### src/rtl/uart_rx_pkg.sv
// Shared types and defaults for the UART receive core.
package uart_rx_pkg;

  typedef enum logic [2:0] {
    StIdle,
    StStartChk,
    StData,
    StStopChk,
    StLoad
  } rx_state_e;

  localparam int unsigned DEFAULT_CLKS_PER_BIT = 10;
  localparam int unsigned DEFAULT_DATA_BITS    = 8;

  function automatic int unsigned cnt_width(input int unsigned clks_per_bit);
    return (clks_per_bit < 2) ? 1 : $clog2(clks_per_bit);
  endfunction

endpackage

### src/rtl/uart_rx_if.sv
// Receive-side signal bundle: serial line and read handshake in, byte and status flags out.
interface uart_rx_if
  import uart_rx_pkg::*;
#(
  parameter int unsigned DATA_BITS = DEFAULT_DATA_BITS
) ();

  logic                 serial_in;
  logic                 data_read;
  logic [DATA_BITS-1:0] rx_data;
  logic                 data_ready;
  logic                 overrun_error;
  logic                 framing_error;

  modport master (
    output serial_in,
    output data_read,
    input  rx_data,
    input  data_ready,
    input  overrun_error,
    input  framing_error
  );

  modport slave (
    input  serial_in,
    input  data_read,
    output rx_data,
    output data_ready,
    output overrun_error,
    output framing_error
  );

endinterface

### src/rtl/rx_bit_timer.sv
// Bit-period timer: strobes at mid-bit of every bit in a frame and tracks the bit index.
module rx_bit_timer
  import uart_rx_pkg::*;
#(
  parameter int unsigned CLKS_PER_BIT = DEFAULT_CLKS_PER_BIT,
  parameter int unsigned DATA_BITS    = DEFAULT_DATA_BITS,
  localparam int unsigned IDX_W       = $clog2(DATA_BITS + 2)
) (
  input  logic             clk,
  input  logic             n_rst,
  input  logic             enable,
  input  logic             restart,
  output logic             sample_strobe,
  output logic [IDX_W-1:0] bit_index
);

  localparam int unsigned CNT_W = cnt_width(CLKS_PER_BIT);
  localparam logic [CNT_W-1:0] CNT_MAX = CNT_W'(CLKS_PER_BIT - 1);
  // Preload so the first wrap (start-bit sample) falls HALF cycles after the start edge.
  localparam logic [CNT_W-1:0] CNT_FIRST = CNT_W'(CLKS_PER_BIT - CLKS_PER_BIT / 2);
  localparam logic [IDX_W-1:0] IDX_MAX = IDX_W'(DATA_BITS + 1);

  logic [CNT_W-1:0] cnt_q, cnt_d;
  logic [IDX_W-1:0] idx_q, idx_d;

  assign sample_strobe = enable && (cnt_q == CNT_MAX);
  assign bit_index     = idx_q;

  always_comb begin
    cnt_d = cnt_q;
    idx_d = idx_q;
    if (restart) begin
      cnt_d = CNT_FIRST;
      idx_d = '0;
    end else if (!enable) begin
      cnt_d = '0;
      idx_d = '0;
    end else if (sample_strobe) begin
      cnt_d = '0;
      if (idx_q != IDX_MAX) idx_d = idx_q + 1'b1;
    end else begin
      cnt_d = cnt_q + 1'b1;
    end
  end

  always_ff @(posedge clk or negedge n_rst) begin
    if (!n_rst) begin
      cnt_q <= '0;
      idx_q <= '0;
    end else begin
      cnt_q <= cnt_d;
      idx_q <= idx_d;
    end
  end

endmodule

### src/rtl/uart_rx_core.sv
// UART receive core: start detection, mid-bit sampling, LSB-first shift, stop check and
// byte hand-off with overrun / framing status.
module uart_rx_core
  import uart_rx_pkg::*;
#(
  parameter int unsigned CLKS_PER_BIT = DEFAULT_CLKS_PER_BIT,
  parameter int unsigned DATA_BITS    = DEFAULT_DATA_BITS
) (
  input logic     clk,
  input logic     n_rst,
  uart_rx_if.slave bus
);

  localparam int unsigned IDX_W = $clog2(DATA_BITS + 2);

  rx_state_e            state_q, state_d;
  logic                 hist_q;
  logic [DATA_BITS-1:0] shift_q, shift_d;
  logic [DATA_BITS-1:0] rx_data_q, rx_data_d;
  logic                 ready_q, ready_d;
  logic                 overrun_q, overrun_d;
  logic                 framing_q, framing_d;

  logic             start_edge;
  logic             timer_en;
  logic             strobe;
  logic [IDX_W-1:0] bit_index;

  assign start_edge = (state_q == StIdle) && !bus.serial_in && hist_q;
  assign timer_en   = (state_q == StStartChk) || (state_q == StData) || (state_q == StStopChk);

  rx_bit_timer #(
    .CLKS_PER_BIT(CLKS_PER_BIT),
    .DATA_BITS   (DATA_BITS)
  ) u_timer (
    .clk          (clk),
    .n_rst        (n_rst),
    .enable       (timer_en),
    .restart      (start_edge),
    .sample_strobe(strobe),
    .bit_index    (bit_index)
  );

  always_comb begin
    state_d   = state_q;
    shift_d   = shift_q;
    rx_data_d = rx_data_q;
    ready_d   = ready_q;
    overrun_d = overrun_q;
    framing_d = framing_q;

    if (bus.data_read && ready_q) begin
      ready_d   = 1'b0;
      overrun_d = 1'b0;
    end

    unique case (state_q)
      StIdle: begin
        if (start_edge) state_d = StStartChk;
      end
      StStartChk: begin
        if (strobe) begin
          if (bus.serial_in) begin
            state_d = StIdle;
          end else begin
            state_d   = StData;
            framing_d = 1'b0;
          end
        end
      end
      StData: begin
        if (strobe) begin
          shift_d = {bus.serial_in, shift_q[DATA_BITS-1:1]};
          if (bit_index == IDX_W'(DATA_BITS)) state_d = StStopChk;
        end
      end
      StStopChk: begin
        if (strobe) begin
          if (bus.serial_in) begin
            state_d = StLoad;
          end else begin
            framing_d = 1'b1;
            state_d   = StIdle;
          end
        end
      end
      StLoad: begin
        rx_data_d = shift_q;
        ready_d   = 1'b1;
        // A read landing on the load cycle consumes the old byte, so no overrun.
        if (bus.data_read)  overrun_d = 1'b0;
        else if (ready_q)   overrun_d = 1'b1;
        state_d = StIdle;
      end
      default: state_d = StIdle;
    endcase
  end

  always_ff @(posedge clk or negedge n_rst) begin
    if (!n_rst) begin
      state_q   <= StIdle;
      hist_q    <= 1'b1;
      shift_q   <= '0;
      rx_data_q <= '0;
      ready_q   <= 1'b0;
      overrun_q <= 1'b0;
      framing_q <= 1'b0;
    end else begin
      state_q   <= state_d;
      hist_q    <= bus.serial_in;
      shift_q   <= shift_d;
      rx_data_q <= rx_data_d;
      ready_q   <= ready_d;
      overrun_q <= overrun_d;
      framing_q <= framing_d;
    end
  end

  assign bus.rx_data       = rx_data_q;
  assign bus.data_ready    = ready_q;
  assign bus.overrun_error = overrun_q;
  assign bus.framing_error = framing_q;

endmodule

### src/flat_wrapper.sv
// flat-port wrapper written by rule: the top's interface ports become plain ports
module uart_rx_core_flat import uart_rx_pkg::*;
#(
  parameter int unsigned CLKS_PER_BIT = DEFAULT_CLKS_PER_BIT,
  parameter int unsigned DATA_BITS    = DEFAULT_DATA_BITS
)
  (clk, n_rst, bus_serial_in, bus_data_read, bus_rx_data, bus_data_ready, bus_overrun_error, bus_framing_error);
  uart_rx_if #(.DATA_BITS(DATA_BITS)) bus_i ();
  input logic clk;
  input logic n_rst;
  input wire logic [$bits(bus_i.serial_in)-1:0] bus_serial_in;
  input wire logic [$bits(bus_i.data_read)-1:0] bus_data_read;
  output wire logic [$bits(bus_i.rx_data)-1:0] bus_rx_data;
  output wire logic [$bits(bus_i.data_ready)-1:0] bus_data_ready;
  output wire logic [$bits(bus_i.overrun_error)-1:0] bus_overrun_error;
  output wire logic [$bits(bus_i.framing_error)-1:0] bus_framing_error;
  assign bus_i.serial_in = bus_serial_in;
  assign bus_i.data_read = bus_data_read;
  assign bus_rx_data = bus_i.rx_data;
  assign bus_data_ready = bus_i.data_ready;
  assign bus_overrun_error = bus_i.overrun_error;
  assign bus_framing_error = bus_i.framing_error;
  uart_rx_core #(.CLKS_PER_BIT(CLKS_PER_BIT), .DATA_BITS(DATA_BITS)) u_core (.clk(clk), .n_rst(n_rst), .bus(bus_i));
endmodule
### config.mk
export PLATFORM = sky130hd
export DESIGN_NAME = uart_rx_core_flat
export DESIGN_NICKNAME = d
export VERILOG_FILES = /design/src/rtl/uart_rx_pkg.sv /design/src/rtl/uart_rx_if.sv /design/src/rtl/rx_bit_timer.sv /design/src/rtl/uart_rx_core.sv /design/src/flat_wrapper.sv
export SDC_FILE = /design/constraint.sdc
export NUM_CORES = 1
export LEC_CHECK = 0
export ABC_AREA = 1
export ABC_CLOCK_PERIOD_IN_PS = 1800
export BUFFER_PORTS_ARGS = -buffer_cell sky130_fd_sc_hd__clkbuf_2
export CAP_MARGIN = 40
export CORE_MARGIN = 2
export CORE_UTILIZATION = 40
export DETAILED_ROUTE_END_ITERATION = 7
export PLACE_DENSITY_LB_ADDON = 0.05
export SLEW_MARGIN = 5
export SYNTH_ARGS = -nofsm -noshare
export SYNTH_HDL_FRONTEND = slang
export SYNTH_SLANG_ARGS = --single-unit
### constraint.sdc
create_clock -name clk -period 1.8 [get_ports clk]
set_input_delay 0.09 -clock clk [delete_from_list [all_inputs] [get_ports clk]]
set_output_delay 0.09 -clock clk [all_outputs]
set_load 0.1 [all_outputs]
# Word level (Yosys, flattened, before mapping)
# Cells that the tools add are included.
dict set report word_totals {
  reg_bits 31
  output_inout_bits 11
  word_cells 67
}
dict set report op_classes {
  add_sub_neg 2
  n_eq_ne 16
  muxes 26
  n_reduce_logical 14
}
# op count
set ops {}
lappend ops {{$mux W4} 7}
lappend ops {{$mux W3} 6}
lappend ops {{$pmux W3 S4} 1}
lappend ops {{$mux W1} 10}
lappend ops {{$reduce_and A5 Y1} 2}
lappend ops {{$add A4 B1 Y4 const B} 2}
lappend ops {{$eq A4 B4 Y1 const B} 2}
lappend ops {{$ne A2 B1 Y1 const B} 4}
lappend ops {{$eq A3 B2 Y1 const B} 2}
lappend ops {{$ne A2 B2 Y1 const B} 3}
lappend ops {{$ne A3 B1 Y1 const B} 2}
lappend ops {{$logic_and A1 B1 Y1} 4}
lappend ops {{$ne A4 B4 Y1 const B} 1}
lappend ops {{$reduce_and A2 Y1} 2}
lappend ops {{$reduce_bool A2 Y1} 2}
lappend ops {{$eq A3 B1 Y1 const B} 1}
lappend ops {{$eq A3 B3 Y1 const B} 1}
lappend ops {{$logic_not A3 Y1} 1}
lappend ops {{$logic_or A1 B1 Y1} 2}
lappend ops {{$mux W2} 1}
lappend ops {{$pmux W1 S2} 1}
lappend ops {{$logic_not A1 Y1} 1}

# Logic depth before layout (Yosys ltp)
# Gate-level depths: netlist (run 1).
dict set report depth {
  ltp_word 7
  mapped_depth 8
  mapped_depth_nobuf 8
}

# By module
# From an unflattened synthesis (run 1), not the netlist that was laid out.
dict set report hier_totals {
  hier_cells 173
  area_unflattened_um2 1565.3
}
# module instances cells_each area_per_inst_um2 seq_area_each_um2
set modules_own_cells {}
lappend modules_own_cells {uart_rx_core 1 109 1072.3 576.8}
lappend modules_own_cells {rx_bit_timer 1 64 493.0 200.2}

# Worst setup path before layout (run 1)
# OpenSTA, ideal clock, no wires.
dict set report synth_path {
  kind {reg-to-reg}
  from {reg u_core.ready_q (netlist: u_core.bus.data_ready)}
  to {reg u_core.overrun_q (netlist: u_core.bus.overrun_error)}
  t_arrival_ps 1275
  path_slack_ps 404
  path_stages_with_launch 5
  period_less_slack_ps 1396
  cell_sequence {dfrtp_1 -> inv_1 -> nand2_1 -> nand2_1 -> o21a_1}
}
dict set report synth_between {
  elab_chain_len 5
}
# item line
set synth_rtl {}
lappend synth_rtl {{start: declaration} uart_rx_core.sv:20} ;# logic ready_q, ready_d;
lappend synth_rtl {{start signal: assignment} uart_rx_core.sv:113} ;# ready_q <= ready_d;
lappend synth_rtl {{$logic_and A1 B1 Y1} uart_rx_core.sv:52} ;# if (bus.data_read && ready_q) begin
lappend synth_rtl {{$mux W1} uart_rx_core.sv:52}
lappend synth_rtl {{$mux W1} uart_rx_core.sv:92} ;# else if (ready_q) overrun_d = 1'b1;
lappend synth_rtl {{$mux W1} uart_rx_core.sv:91} ;# if (bus.data_read) overrun_d = 1'b0;
lappend synth_rtl {{$mux W1 *} uart_rx_core.sv:57} ;# unique case (state_q)
lappend synth_rtl {{named net u_core.overrun_d} uart_rx_core.sv:21} ;# logic overrun_q, overrun_d;
lappend synth_rtl {{end signal: assignment} uart_rx_core.sv:114} ;# overrun_q <= overrun_d;
lappend synth_rtl {{end: declaration} uart_rx_core.sv:21}
# The timed path passes the listed nets; every way through them passes the cells marked *.
# A chain may end at the register's enable or synchronous reset.

# Worst setup path after layout (run 1)
dict set report layout_path {
  from {reg u_core.state_q[1]}
  to {reg u_core.overrun_q (netlist: u_core.bus.overrun_error)}
}
dict set report layout_between {
  elab_chain_len 2
}
# item line
set layout_rtl {}
lappend layout_rtl {{start: declaration} uart_rx_core.sv:16} ;# rx_state_e state_q, state_d;
lappend layout_rtl {{start signal: assignment} uart_rx_core.sv:101} ;# state_q <= StIdle;
lappend layout_rtl {{start signal: assignment} uart_rx_core.sv:109} ;# state_q <= state_d;
lappend layout_rtl {{$eq A3 B3 Y1} uart_rx_core.sv:57}
lappend layout_rtl {{$mux W1} uart_rx_core.sv:57}
lappend layout_rtl {{named net u_core.overrun_d} uart_rx_core.sv:21}
# The timed path passes the listed nets, and every way through them passes these cells.

==> impl_metrics.toml, run 1 <==
[layout]
nNetsFinal = 181
drive_gt1_frac = 0.295
multi_input_area_um2 = 633
fillers = 361
n_antenna_cell = 0
area_growth_pct = 16.5
regArea_um2 = 777

[route]
routed_wl_um = 2480
viasPerCell = 4.59
via_count = 1014
antenna_left = 0
dr.pass1.iters = 4
post-route-drc-count = 0
drtIter0Drc = 75
wl_per_cell_um = 11.2

[sta]
finalSetupViolations = 0
hold_ws_ns = 0.418
relSlewSlack = 0.493
finalSetupTns_ns = 0
final-hold-violation-count = 0
drv_slew = 0
min_period_over_period = 0.735
max_freq_ghz = 0.756
finalCriticalPeriod_ns = 1.32
rsz0062_at_grt = "false"
skew_ns = 0.00279
tightest_slew_ns = 0.761

[cts]
cts.reportedPaths.clkPinSlew_ns = 0.06
cts_buffers = 5
cts_num_sinks = 31
root_buffer = "clkbuf_8"
insertion_delay_ns = 0.27
clk_path_buf_depth = 2
cts_htree_levels = 2
cts_tree = "done"

[critical_path]
rr_worst_depth = 5
crit_type = "flip-flop to flip-flop"
critical_path_arrival_ns = 1.49
path_max_fanout = 18
required_ns = 1.97
crit_path_end_kind = "flip-flop"
critPathLaunchType = "flip-flop"
rrSetupSlack_ns = 0.48

[synth]
syn_inst = 151
synth_nets = 160
ys_ff_latch = 31
yosysSeqAreaShare = 0.517
avgSynthCellArea_um2 = 9.96
ys_types = 24
synth_area_um2 = 1500
ys_warn_count = 0

[min_path]
hold_path.class = "input pin to async pin"

[floorplanning]
rows = 22
die_area_um2 = 4270
ios = 15
fp.dieW_um = 65.3
die_h_um = 65.3
coreArea_um2 = 3630
initial_core_util = 0.414

[global_routing]
grt_overflow = 0
grt_first_pass_wirelength_um = 4400
grt_usage = 0.137
grt_max_degree = 32
grt_pass1_vias = 995
antenna_found_initial = 0

[run_status]
status = "finished clean"

[power_and_ir_drop]
powerDensity_nw_per_um2 = 1400
ir_drop_uv = 776
p_leak_nw = 0.852

[place]
port_buffers = 14
post-dp-hpwl_um = 1690
gp_congestion = 0.781

[flow_run]
max_cap_violations = 0
==> what timing repair did <==
item	4_1_cts	5_1_grt
endpoints found under the hold margin	32	0
hold buffers	3	0
resized for setup	0	0
buffers inserted	0	0
==> synthesized netlist by cell type <==
cell type | instances | area (um2)
buf_4 | 1 | 7.51
buf_6 | 2 | 22.5
dfrtp_1 | 30 | 751
dfstp_2 | 1 | 26.3
ha_1 | 5 | 62.6
inv_1 | 16 | 60.1
inv_2 | 1 | 3.75
nand2_1 | 30 | 113
nand2_2 | 4 | 25.0
nand2_4 | 3 | 33.8
nand3_1 | 11 | 55.1
nand3_2 | 1 | 10.0
nand4_1 | 6 | 37.5
nor2_1 | 8 | 30.0
nor2_4 | 3 | 33.8
nor2_8 | 1 | 20.0
nor3_1 | 1 | 5.00
o21a_1 | 1 | 7.51
o21ai_0 | 2 | 10.0
o21ai_1 | 5 | 25.0
o21ai_2 | 15 | 131
o21bai_1 | 1 | 7.51
xnor2_1 | 1 | 8.76
xor2_1 | 2 | 17.5
==> final timing paths <==
kind,startpoint,end
max in group asynchronous,n_rst,u_core.bus.rx_data[3]
max reg2reg,u_core.state_q[1],u_core.bus.overrun_error
min reg2reg,u_core.bus.rx_data[0],u_core.bus.rx_data[0]
max,u_core.state_q[1],u_core.bus.overrun_error
min in group clk,u_core.bus.rx_data[0],u_core.bus.rx_data[0]
min,n_rst,u_core.u_timer.bit_index[1]
==> state kept, by name, indices dropped and copies added, names as in the netlist <==
signal                    flops
u_core.hist_q                 1
u_core.shift_q                8
u_core.u_timer.cnt_q          4
u_core.bus.data_ready         1
u_core.bus.rx_data            8
u_core.bus.overrun_error      1
u_core.bus.framing_error      1
u_core.u_timer.bit_index      4
u_core.state_q                3
==> layout by cell type, fill, tap and decap left out <==
cell,instances
nor3_1,1
o21ai_2,15
clkbuf_8,6
nand4_1,6
clkbuf_2,14
nor2_4,3
dlygate4sd3_1,3
dfrtp_1,30
xnor2_1,1
o21a_1,1
xor2_1,2
nand3_2,1
dfstp_2,1
nand2_1,30
inv_1,16
nand2_4,3
inv_2,1
ha_1,5
o21ai_0,2
nand3_1,11
o21ai_1,5
bufinv_16,1
nor2_8,1
nor2_1,8
clkinv_2,1
o21bai_1,1
nand2_2,4
==> cell type report <==
class	instances	area share
multi-input combinational	100	0.361
clock inverter	2	0.0200
inverter	17	0.0364
clock buffer	6	0.0471
tap	48	0.0343
sequential	31	0.444
timing repair buffer	17	0.0571
==> metrics by stage <==
stage | instance area (um2) | util | cells | total power, mW | worst slack [ns]
final | 1750 | 0.482 | 221 | 2.45 | 0.478
after global routing | 1750 | 0.482 | 221 | 2.62 | 0.342
after CTS | 1750 | 0.482 | 221 | 2.48 | 0.470
after detailed placement | 1600 | 0.441 | 210 | 1.76 | 0.491
after global placement | 1600 | 0.441 | 210 | 1.76 | 0.511
after floorplan | 1500 | - | 151 | 1.61 | 0.404
==> worst max-delay path, cell delays in order (launching register included) <==
cell and delay, ns:
dfrtp_1 0.46, nor2_4 0.28, nand2_4 0.21, nand2_1 0.11
nand2_1 0.05, o21a_1 0.09
==> power breakdown <==
part	switching, mW	internal (mW)	total (mW)
clock	0.247	0.447	0.695
combinational	0.552	0.242	0.794
sequential	0.141	0.817	0.959
==> layer usage <==
| layer | routed length [um] | vias to the layer above | part of all wire | track usage |
|---|---|---|---|---|
| li1 | - | 533 | - | - |
| met1 | 1320 | 464 | 0.53 | 0.179 |
| met2 | 1050 | 15 | 0.42 | 0.203 |
| met3 | 93 | 2 | 0.037 | 0.0531 |
| met4 | 18 | 0 | 0.0073 | 0.0547 |
| met5 | 0 | - | 0 | 0 |
==> logic make-up (layout without fill, tap and decap cells) <==
group                    Yosys count  in the layout  synth area share
AND/OR/NAND/NOR                   68             68             0.241
flip-flops                        31             31             0.517
AO/OA/AOI/OAI                     24             24             0.121
buffers and inverters             20             42            0.0624
adder cells (fa/ha/maj)            5              5            0.0416
XOR/XNOR                           3              3            0.0175
(Power assumes the default switching activity.)
==> run 2, diff against run 1 <==
--- a/config.mk
+++ b/config.mk
@@ -5,8 +5,8 @@
 export SDC_FILE = /design/constraint.sdc
 export NUM_CORES = 1
 export LEC_CHECK = 0
-export ABC_AREA = 1
-export ABC_CLOCK_PERIOD_IN_PS = 1800
+export ABC_AREA = 0
+export ABC_CLOCK_PERIOD_IN_PS = 1100
 export BUFFER_PORTS_ARGS = -buffer_cell sky130_fd_sc_hd__clkbuf_2
 export CAP_MARGIN = 40
 export CORE_MARGIN = 2
==> constraint.sdc (replaced) <==
create_clock -name clk -period 1.1 [get_ports clk]
set_input_delay 0.055 -clock clk [delete_from_list [all_inputs] [get_ports clk]]
set_output_delay 0.055 -clock clk [all_outputs]
set_load 0.1 [all_outputs]
==> run 2 against run 1 <==
Net effect: the run now ends with setup timing left; register-to-register slack worse by 1.1 ns; die area down 4.1%; utilization up 15 points; sequential share of layout area down 7.9 points; clock power down 2%; cell area up 22%; routed wire length up 18%; sequential cell count unchanged.
==> impl_metrics.toml, run 2 <==
[run_status]
status = "finished, violations left"
violations = "setup timing"

[power_and_ir_drop]
p_leak_nw = 1.04
swShare = 0.218
power.internal_mw = 1.49
pwr-share-seq = 0.609
clockPowerShare = 0.358
p_comb_frac = 0.033
switchingPower_uw = 416
powerDensity_nw_per_um2 = 894
ir_drop_uv = 737

[synth]
avgSynthCellArea_um2 = 13.0
synthTopCellsByArea = "dfrtp_1 (52%), mux2_4 (8.4%), mux2_2 (6.3%)"
async_flop_share = 1.00
synth_area_um2 = 1440
synth_nets = 120
syn_inst = 111
ys_types = 36
yosysTopAreaCell = "dfrtp_1"
ys_ff_latch = 31
synth_top_area_share = 0.522
synth.most_common_cell = "dfrtp_1"
ys_top_cells_by_count = "dfrtp_1 (30), mux2_2 (8), mux2_4 (8), a21oi_1 (6)"
ys_warn_count = 0
synth_edf_count = 0
yosysSeqAreaShare = 0.540
ys.flop_type = "dfrtp_1"

[global_routing]
antenna_found_initial = 0
grt_usage = 0.161
grt_max_degree = 21
grt_pass1_vias = 1103
grt_overflow = 0
grt_first_pass_wirelength_um = 5100

[sta]
min_period_over_period = 1.57
relSlewSlack = 0.663
skew_ns = 0.00962
setup_ws_ns = -0.624
finalSetupViolations = 30
drv_slew = 0
max_freq_ghz = 0.580
hold_ws_ns = 0.229
finalCriticalPeriod_ns = 1.72
final-hold-violation-count = 0
rsz0062_at_grt = "true"
tightest_slew_ns = 0.506

[critical_path]
rr_startpoint = "u_core.u_timer.cnt_q[1]"
crit_type = "flip-flop to flip-flop"
critical_path_arrival_ns = 1.93
critical_path.top_delay_family = "simple AND/OR/NAND/NOR gates"
rr_worst_depth = 5
path_depth = 5
slowest_stage = "or4b_4"
required_ns = 1.30
regToRegEndpoint = "u_core.shift_q[0]"
crit_path_end_kind = "flip-flop"
path_cells = "inv_2 > ha_4 > nand3b_4 > or4b_4 > mux2_4"
critPathLaunchType = "flip-flop"
critPathMaxStageDelay_ns = 0.60
path_max_fanout = 8
rrSetupSlack_ns = -0.62
path_buf_inv = 1

[place]
postPlaceCellArea_um2 = 1890
post-dp-hpwl_um = 2010
port_buffers = 14
gp_congestion = 0.740

[cts]
cts_num_sinks = 31
cts_tree = "done"
root_buffer = "clkbuf_4"
cts.reportedPaths.clkPinSlew_ns = 0.10
insertion_delay_ns = 0.32
cts_buffers = 5
clk_path_buf_depth = 2
cts_htree_levels = 2

[floorplanning]
initial_core_util = 0.424
ios = 15
rows = 21
die_area_um2 = 4090
die_h_um = 64.0
coreArea_um2 = 3390
fp.dieW_um = 64.0

[min_path]
hold_path.class = "input pin to async pin"

[route]
drtIter0Drc = 22
antenna_left = 0
dr.pass1.iters = 3
post-route-drc-count = 0
routed_wl_um = 2920
viasPerCell = 4.97
wl_per_cell_um = 14.4
via_count = 1003

[layout]
post-route-cell-area_um2 = 2140
final_cell_mix = "dfrtp_1 (29), buf_4 (19), buf_12 (11)"
drive_gt1_frac = 0.609
layout_commonest_cell = "dfrtp_1"
area_growth_pct = 48.7
n_antenna_cell = 0
nNetsFinal = 164

[flow_run]
max_cap_violations = 0
## run 2: cell types whose count changed in the layout (fill, tap and decap cells not counted), moves of 6 or more
cell      before  now
buf_6          0    6
nor2_1         8    0
clkbuf_2      14    3
buf_12         0   11
nand4_1        6    0
mux2_4         0   10
mux2_2         0    7
o21ai_2       15    2
buf_4          0   19
nand3_1       11    2
inv_1         16    3
nand2_1       30    3
## run 2: metal layers
metal,global-route usage,wire (um),vias up
met3,0.0352,106,0
met4,0.0326,0,0
met2,0.267,1400,17
met5,0,0,-
met1,0.216,1410,497
li1,-,-,489
## run 2: what timing repair did
| item | CTS | global route |
|---|---|---|
| gates resized for setup | 24 | 7 |
| endpoints found under the hold margin | 20 | 0 |
| setup endpoints to repair | 30 | 30 |
| hold buffers | 3 | 0 |
| pin swaps | 9 | 6 |
| cloned | 1 | 0 |
| buffers inserted | 2 | 2 |
## run 2: worst max path at each step
stage                                        from           endpoint  slack, ns
after floorplan           u_core.u_timer.cnt_q[1]  u_core.shift_q[0]      -0.65
after global placement    u_core.u_timer.cnt_q[1]  u_core.shift_q[5]      -0.58
after detailed placement  u_core.u_timer.cnt_q[1]  u_core.shift_q[0]      -0.60
after CTS                 u_core.u_timer.cnt_q[1]  u_core.shift_q[7]      -0.63
after global routing      u_core.u_timer.cnt_q[1]  u_core.shift_q[7]      -0.66
final                     u_core.u_timer.cnt_q[1]  u_core.shift_q[0]      -0.62
## run 2: power by group through the flow
stage	clock network [mW]	registers (mW)	logic [mW]
global placement	0	1.19	0.0539
floorplan	0	1.18	0.0175
global route	0.774	1.17	0.0717
finish	0.684	1.16	0.0629
CTS	0.710	1.16	0.0646
detailed placement	0	1.19	0.0546
## run 2: final cells by class
class	instances	area [um2]
fillers	281	1250
flip-flops and latches	31	778
multi-input cells	70	747
repair buffers	42	475
well taps	46	57.6
clock buffers	7	55.1
inverters	5	18.8
clock inverters	1	5.00
## run 2: worst reg2reg max path, stage by stage (launching register included)
cell	delay [ns]
dfrtp_1	0.40
inv_2	0.07
ha_4	0.14
nand3b_4	0.07
or4b_4	0.60
mux2_4	0.33
## run 2: cell families (layout without fill, tap and decap cells)
| group | count (synthesis) | after routing | synth area share |
|---|---|---|---|
| AO/OA/AOI/OAI | 18 | 18 | 0.0757 |
| adder cells (fa/ha/maj) | 5 | 5 | 0.0435 |
| XOR/XNOR | 1 | 1 | 0.00609 |
| multiplexers | 17 | 17 | 0.154 |
| flip-flops | 31 | 31 | 0.540 |
| AND/OR/NAND/NOR | 29 | 29 | 0.147 |
| buffers and inverters | 10 | 55 | 0.0331 |
## run 2: metrics by stage
| step | setup TNS, ns | cells | util | total power [mW] | setup slack, ns |
|---|---|---|---|---|---|
| after floorplan | -9.77 | 111 | - | 1.20 | -0.653 |
| after global placement | -10.13 | 187 | 0.558 | 1.24 | -0.582 |
| after detailed placement | -10.56 | 187 | 0.558 | 1.24 | -0.600 |
| after CTS | -11.04 | 200 | 0.617 | 1.94 | -0.630 |
| after global routing | -12.77 | 202 | 0.630 | 2.01 | -0.659 |
| final | -11.66 | 202 | 0.630 | 1.91 | -0.624 |
==> run 3, diff against run 2 <==
--- a/config.mk
+++ b/config.mk
@@ -11,8 +11,10 @@
 export CAP_MARGIN = 40
 export CORE_MARGIN = 2
 export CORE_UTILIZATION = 40
+export CTS_CLUSTER_DIAMETER = 40
 export DETAILED_ROUTE_END_ITERATION = 7
 export PLACE_DENSITY_LB_ADDON = 0.05
+export SETUP_SLACK_MARGIN = 0.15
 export SLEW_MARGIN = 5
 export SYNTH_ARGS = -nofsm -noshare
 export SYNTH_HDL_FRONTEND = slang
==> run 3 against run 2 <==
Net effect: the flow still finishes with violations (setup timing); routed wire length is 7.1% higher; sequential cell count unchanged; highest routed layer is now met4; global-route usage up 2.4 points; power grew 9.9%; critical path depth did not move; combinational power rose by 4.3%; utilization up 3.0 points; maximum frequency shrank 1.4%; sequential share of layout area down 1.6 points.
==> impl_metrics.toml, run 3 (synthesized netlist as in run 2, its figures left out) <==
[run_status]
status = "finished, violations left"
violations = "setup timing"

[layout]
n_antenna_cell = 0
final_cell_mix = "dfrtp_1 (28), buf_4 (21), buf_12 (12)"
layout_commonest_cell = "dfrtp_1"
final_util = 0.661
area_growth_pct = 55.8
drive_gt1_frac = 0.610
nNetsFinal = 172

[min_path]
hold_path.class = "input pin to flip-flop"
min-delay-start = "bus_serial_in"
min_to = "u_core.shift_q[7]"
min_path_cells = 2

[route]
dr.pass1.iters = 4
via_count = 1070
post-route-drc-count = 0
routed_wl_um = 3130
antenna_left = 0
wl_per_cell_um = 14.9
drtIter0Drc = 38
viasPerCell = 5.10

[floorplanning]
fp.dieW_um = 64.0
die_area_um2 = 4090
initial_core_util = 0.424
coreArea_um2 = 3390
rows = 21
ios = 15
die_h_um = 64.0

[place]
port_buffers = 14
dp_slack_ns = -0.623
gp_congestion = 0.770
post-dp-hpwl_um = 2010

[power_and_ir_drop]
powerDensity_nw_per_um2 = 937
p_leak_nw = 1.09
ir_drop_uv = 771
finalPower_mw = 2.10

[critical_path]
rr_worst_depth = 5
slowest_stage = "or4b_4"
crit_path_end_kind = "flip-flop"
required_ns = 1.33
critPathLaunchType = "flip-flop"
path_buf_inv = 1
critPathMaxStageDelay_ns = 0.60
regToRegEndpoint = "u_core.shift_q[0]"
crit_type = "flip-flop to flip-flop"
critical_path_arrival_ns = 1.98
path_max_fanout = 8
path_cells = "inv_2 > ha_4 > nand3b_4 > or4b_4 > mux2_4"
critical_path.top_delay_family = "simple AND/OR/NAND/NOR gates"
rrSetupSlack_ns = -0.65
rr_startpoint = "u_core.u_timer.cnt_q[1]"

[global_routing]
grt_pass1_vias = 1181
grt_usage = 0.185
busiest_layer = "met2"
grt_first_pass_wirelength_um = 5700
use_met3 = 0.0581
met2_usage = 0.292
grt_overflow = 0
grtUsageMet1 = 0.231
grt_max_degree = 19
antenna_found_initial = 0

[sta]
finalSetupViolations = 29
relSlewSlack = 0.724
tightest_slew_ns = 0.414
finalCriticalPeriod_ns = 1.75
setup_ws_ns = -0.649
max_freq_ghz = 0.572
drv_slew = 0
skew_ns = 0.0123
min_period_over_period = 1.59
rsz0062_at_grt = "true"
final-hold-violation-count = 0
finalSetupTns_ns = -13.04

[cts]
root_buffer = "clkbuf_4"
insertion_delay_ns = 0.34
cts_buffers = 5
cts_num_sinks = 31
cts_tree = "done"
clk_path_buf_depth = 2
cts_htree_levels = 2
cts.reportedPaths.clkPinSlew_ns = 0.10

[flow_run]
max_cap_violations = 0
## run 3: cell count changes in the layout (fill, tap and decap cells not counted), sizes merged
cell    delta
buf        +8
bufinv     +1
clkinv     -1
## run 3: metrics by stage
| stage | hold WS, ns | area (um2) | cells |
|---|---|---|---|
| finish | 0.0584 | 2240 | 210 |
| global route | 0.0562 | 2240 | 210 |
| CTS | 0.0412 | 2180 | 208 |
| detailed placement | 0.0102 | 1910 | 187 |
| global placement | 0.00340 | 1910 | 187 |
| floorplan | -0.241 | 1510 | 111 |
## run 3: area by class of cell
class                   instances  area, um2
well taps                      46       57.6
fillers                       258       1150
inverters                       5       18.8
multi-input cells              70        742
repair buffers                 50        567
clock inverters                 1       30.0
clock buffers                   7       45.0
flip-flops and latches         31        779
## run 3: power breakdown
| group | switching (mW) | internal (mW) | leakage [nW] |
|---|---|---|---|
| clock network | 0.386 | 0.482 | 0.0395 |
| registers | 0.0113 | 1.15 | 0.388 |
| logic | 0.0323 | 0.0334 | 0.665 |
| total | 0.430 | 1.67 | 1.09 |
## run 3: routing by layer
metal  up-vias  wire length [um]  part of all wire
li1        510                 -                 -
met3         5               124             0.040
met5         -                 0                 0
met4         0                63             0.020
met2        18              1520              0.49
met1       537              1420              0.45
## run 3: worst max path at each step
stage	cells past startpoint	from	slack [ns]	to
2_1_floorplan	6	u_core.u_timer.cnt_q[1]	-0.65	u_core.shift_q[0]
3_3_place_gp	5	u_core.u_timer.cnt_q[1]	-0.58	u_core.shift_q[6]
3_5_place_dp	5	u_core.u_timer.cnt_q[1]	-0.62	u_core.shift_q[6]
4_1_cts	5	u_core.u_timer.cnt_q[1]	-0.65	u_core.shift_q[0]
5_1_grt	5	u_core.u_timer.cnt_q[1]	-0.69	u_core.shift_q[1]
6_report	5	u_core.u_timer.cnt_q[1]	-0.65	u_core.shift_q[0]
## run 3: timing repair
action | CTS | global route
hold buffers | 3 | 0
setup endpoints to repair | 41 | 41
pin swaps | 13 | 11
hold endpoints to repair | 34 | 0
resized for setup | 24 | 7
buffers inserted | 10 | 2
